## src/rtl/pwm_ctrl.sv

```systemverilog
// pwm_ctrl: 4-channel PWM scheduler with shadowed duties committed at period boundaries.
// Build option PWM_RAMP_EN: each wrap commit moves active duty toward shadow by at most RAMP_STEP.
module pwm_ctrl #(
   parameter int NCH       = 4,
   parameter int CNT_W     = 8,
   parameter int RAMP_STEP = 1
) (
   input  logic             pwm_clk,
   input  logic             pwm_rst,
   input  logic             cfg_we,
   input  logic             cfg_re,
   input  logic [2:0]       cfg_addr,
   input  logic [31:0]      cfg_wdata,
   output logic [31:0]      cfg_rdata,
   output logic [NCH-1:0]   pwm_o,
   output logic             period_tick,
   output logic             irq
);
   localparam int DW = CNT_W + 1;
   localparam logic [DW-1:0] STEP = DW'(RAMP_STEP);
   logic [CNT_W-1:0] cnt;
   logic             gen, ie, done;
   logic [NCH-1:0]   ch_en;
   logic [DW-1:0]    shadow [NCH];
   logic [DW-1:0]    active [NCH];
   logic             ctrl_wr, stat_wr, gen_rise, unused_ok;
   logic [31:0]      rd_mux;

   assign period_tick = gen & (cnt == {CNT_W{1'b1}});
   assign irq         = done & ie;
   assign ctrl_wr     = cfg_we & (cfg_addr == 3'd0);
   assign stat_wr     = cfg_we & (cfg_addr == 3'd7);
   assign gen_rise    = ctrl_wr & cfg_wdata[0] & ~gen;
   assign unused_ok   = ^{cfg_wdata[31:DW], STEP};

   function automatic logic [DW-1:0] next_duty(input logic [DW-1:0] a, input logic [DW-1:0] s);
`ifdef PWM_RAMP_EN
      return (a < s) ? ((s - a > STEP) ? a + STEP : s) : ((a - s > STEP) ? a - STEP : s);
`else
      return s;
`endif
   endfunction

   always_comb begin
      rd_mux = '0;
      if (cfg_addr == 3'd0) rd_mux = 32'({ie, ch_en, gen});
      if (cfg_addr == 3'd7) rd_mux = 32'(done);
      for (int i = 0; i < NCH; i++)
         if (cfg_addr == 3'(i + 1)) rd_mux = 32'(shadow[i]);
   end

   // Commits read the pre-edge shadow, so a DUTY write landing on a commit edge waits a period.
   always_ff @(posedge pwm_clk or negedge pwm_rst) begin
      if (!pwm_rst) begin
         cnt       <= '0;
         gen       <= 1'b0;
         ch_en     <= '0;
         ie        <= 1'b0;
         done      <= 1'b0;
         pwm_o     <= '0;
         cfg_rdata <= '0;
         for (int i = 0; i < NCH; i++) begin
            shadow[i] <= '0;
            active[i] <= '0;
         end
      end else begin
         cnt <= gen ? cnt + 1'b1 : '0;
         if (ctrl_wr) {ie, ch_en, gen} <= cfg_wdata[NCH+1:0];
         if (period_tick) done <= 1'b1;
         else if (stat_wr && cfg_wdata[0]) done <= 1'b0;
         if (cfg_re) cfg_rdata <= rd_mux;
         for (int i = 0; i < NCH; i++) begin
            if (cfg_we && cfg_addr == 3'(i + 1)) shadow[i] <= cfg_wdata[DW-1:0];
            if (gen_rise) active[i] <= shadow[i];
            else if (period_tick) active[i] <= next_duty(active[i], shadow[i]);
            pwm_o[i] <= gen & ch_en[i] & ({1'b0, cnt} < active[i]);
         end
      end
   end
endmodule

```

## config.mk

```make
export PLATFORM = sky130hd
export DESIGN_NAME = pwm_ctrl
export DESIGN_NICKNAME = d
export VERILOG_FILES = /design/src/rtl/pwm_ctrl.sv
export SDC_FILE = /design/constraint.sdc
export NUM_CORES = 1
export LEC_CHECK = 0
export CORE_AREA = 2 2 125 127
export DETAILED_ROUTE_END_ITERATION = 7
export DIE_AREA = 0 0 127 129
export PLACE_DENSITY = 0.55
export SYNTH_ARGS = -nofsm -noshare
export SYNTH_HDL_FRONTEND = slang
export SYNTH_SLANG_ARGS = --single-unit
```

## constraint.sdc

```tcl
create_clock -name pwm_clk -period 2 [get_ports pwm_clk]
set_input_delay 0.4 -clock pwm_clk [delete_from_list [all_inputs] [get_ports pwm_clk]]
set_output_delay 0.4 -clock pwm_clk [all_outputs]
set_load 0.01 [all_outputs]
```

==> results.toml, run 1 <==
[layout]
fin_util_pct = 41.86
design_area_um2 = 6270
nNetsFinal = 559
synthToLayoutAreaGrowth_pct = 21.66
drive_above_1_share_pct = 29.03
antenna_cells = 0

[synthesis]
synth_area_leaders = "dfrtp_1, mux2_2, mux2_4, ha_1, buf_4"
ys_warn_count = 0
seq_area_frac_synth_pct = 48.56
ys_ff_latch = 100
ys_async_sr_fraction_pct = 100.0
ys.flop_type = "dfrtp_1"
synth_top_area_share_pct = 48.56
syn_area_per_cell_um2 = 12.21
synth_area_um2 = 5154
ys_types = 38
netlist_instances = 422
synth_edf_count = 0
synth.largest_area_cell = "dfrtp_1"

[die]
fp.dieArea_um2 = 16380
coreArea_um2 = 14980
start_util_pct = 34.41
fp.dieW_um = 127
ioPinCount = 77
rows = 45
dieHeight_um = 129

[routing]
dr.pass1.iters = 4
drc_errors = 0
routed_wl_um = 12120
ant_nets = 0
post_drt_via_cell_ratio = 4.860
detail_route.wl_per_cell_um = 17.72
drt_iter0_markers = 90
via_count = 3324

[timing]
hold_viol_final = 0
worstMarginPinSlew_ps = 619.8
finalMaxSlewViolations = 0
finalSetupViolCount = 0
clock.fmax_mhz = 510.9
min_period_ps = 1957
slew-limit-headroom_pct = 58.50
timing.final.crit_share_pct = 97.86
fin_skew_ps = 9.727

[min_path]
hold_path.class = "reg -> reg"
hold_start = "active[2]$_DFFE_PN0P_"

[global_route]
grtUsageTotal_pct = 15.56
first_global_vias = 3409
grt_max_degree = 35
grtUsageMet3_pct = 2.245
grt_first_pass_wirelength_um = 19160
use_met1_pct = 21.08
grt_use_met2_pct = 24.95
busiest_layer = "met2"
grt_overflow = 0
antenna_found_initial = 0

[place]
gp_congestion = 0.8176
dp_hpwl_um = 8984
portBuffers = 30
placed_area_um2 = 5837

[setup_path]
r2r_cells = 8
r2r_start = "cnt[1]$_DFF_PN0_"
cp.required_ps = 2240
worstSetupStartpointType = "register"
startpoint = "cnt[1]$_DFF_PN0_"
end_kind = "register"
crit_arrival_ps = 2200
path_class = "reg -> reg"
worstPathMaxFanout = 6
rrSetupSlack_ps = 40
crit_end = "active[16]$_DFFE_PN0P_"
r2r-end = "active[16]$_DFFE_PN0P_"

[clocking]
h-tree-depth = 3
cts_made_buffers = 9
cts_buffer_depth = 2
root_buffer = "clkbuf_16"
insertion_delay_ps = 350
cts.sink_count = 100
cts_tree = "built"
clk_pin_slew_ps = 70

[flow_run]
drv_cap = 0

[power]
p_clk_share_pct = 29.9
intPower_w = 0.004608
combPwrFrac_pct = 25.4
p_leak_nw = 2.885
power_switching_w = 0.001804
swShare_pct = 28.14
seq_power_share_pct = 44.6
p_per_area_nw_per_um2 = 1023
irDropWorstVdd_mv = 0.4795

[outcome]
status = "completed"
==> metrics by stage <==
stage               worst slack (ps)  setup TNS [ps]  total power, W  std cells  hold slack, ps
global placement              -247.8          -15720        0.004452        662           367.1
global route                  -7.046          -10.72        0.006777        684           523.3
CTS                            13.17               0        0.006461        680           511.7
floorplan                      67.19               0        0.003892        444           104.4
finish                         42.74               0        0.006412        684           506.9
detailed placement            -247.5          -15430        0.004504        662           376.4
==> state kept, by name, summed over array words and instances (netlist names) <==
signal,count
done,1
cnt,8
shadow,36
ch_en,4
cfg_rdata,9
gen,1
active,36
ie,1
pwm_o,4
==> per-layer routing <==
layer	wire length, um	share of wire [%]
met4	239	2.0
met3	344	2.8
met2	5623	46
met5	0	0
met1	5916	49
==> placed cells by master (no fill, tap or decap), drive strengths merged, types with 6 or more instances in the layout <==
| cell type | instances |
|---|---|
| dfrtp | 100 |
| mux2 | 77 |
| buf | 43 |
| inv | 31 |
| ha | 29 |
| clkdlybuf4s50 | 28 |
| o21ai | 24 |
| conb | 23 |
| nor2 | 19 |
| mux2i | 15 |
| clkbuf | 15 |
| a211oi | 11 |
| nand2 | 11 |
| a21oi | 9 |
| nand2b | 6 |
==> kinds of logic (layout without fill, tap and decap cells) <==
group | count (synthesis) | in the layout | share of synthesized area, %
DFF | 100 | 100 | 48.56
xor gates and xnor gates | 3 | 3 | 0.5099
adders and majority gates | 29 | 29 | 7.041
other | 1 | 23 | 0.07276
AOI/OAI and AO/OA | 64 | 64 | 8.303
and+or+nand+nor | 64 | 64 | 6.385
buffers and inverters | 69 | 121 | 7.210
muxes | 92 | 92 | 21.92
==> timing repair <==
item                                    4_1_cts  5_1_grt
hold buffers                                  1        0
gates resized for setup                       7        4
pin swaps                                     2        0
endpoints found under the setup margin       37       39
endpoints found under the hold margin        14        0
setup buffers                                 1        2
gates cloned                                  0        2
==> cell usage after synthesis, drive strengths merged, types with 3 or more instances <==
cell type / instances
buf: 30
nand2b: 6
dfrtp: 100
o21ai: 24
and2: 5
o22a: 5
clkbuf: 8
a211oi: 11
mux2i: 15
ha: 29
inv: 31
a21boi: 3
nor2: 19
o211ai: 4
nand3: 4
nor3: 4
mux2: 77
or3: 4
a21oi: 9
nand2: 11
nand4: 5
o2111ai: 5
==> cell type report <==
| cell class | count | area [um^2] |
|---|---|---|
| Timing Repair Buffer | 74 | 709.4 |
| Clock buffer | 13 | 260.3 |
| Clock inverter | 3 | 68.82 |
| Inverter | 31 | 116.4 |
| Multi-Input combinational cell | 275 | 2377 |
| Sequential cell | 100 | 2502 |
| Tap cell | 188 | 235.2 |
| Fill cell | 1427 | 8707 |
==> critical path: stages (launching register included) <==
cell and delay (ps):
dfrtp_1 360, ha_2 200, nand2_2 60, or3_4 360, buf_6 140, o41ai_4 60, buf_6 210, clkbuf_16 170
mux2_4 290
==> worst min-delay path by stage <==
stage	to	cells after the start
after floorplan	active[0]$_DFFE_PN0P_	0
after global placement	ch_en[3]$_DFFE_PN0N_	1
after detailed placement	ch_en[3]$_DFFE_PN0N_	1
after CTS	active[7]$_DFFE_PN0P_	1
after global routing	active[2]$_DFFE_PN0P_	1
final	active[2]$_DFFE_PN0P_	1
==> power groups by stage <==
stage / Combinational (W) / Clock, W / Sequential (W)
2_1_floorplan: 0.00108 / 0 / 0.00281
3_3_place_gp: 0.00156 / 0 / 0.00289
3_5_place_dp: 0.00161 / 0 / 0.00290
4_1_cts: 0.00162 / 0.00197 / 0.00287
5_1_grt: 0.00182 / 0.00203 / 0.00293
6_report: 0.00163 / 0.00192 / 0.00286
(Power assumes the default switching activity.)
==> inputs of run 2 (changes only) <==
- CTS_CLUSTER_SIZE: unset -> 20
==> results of run 2 <==
Same layout as run 1: the final DEF is identical, and so are final timing and power.
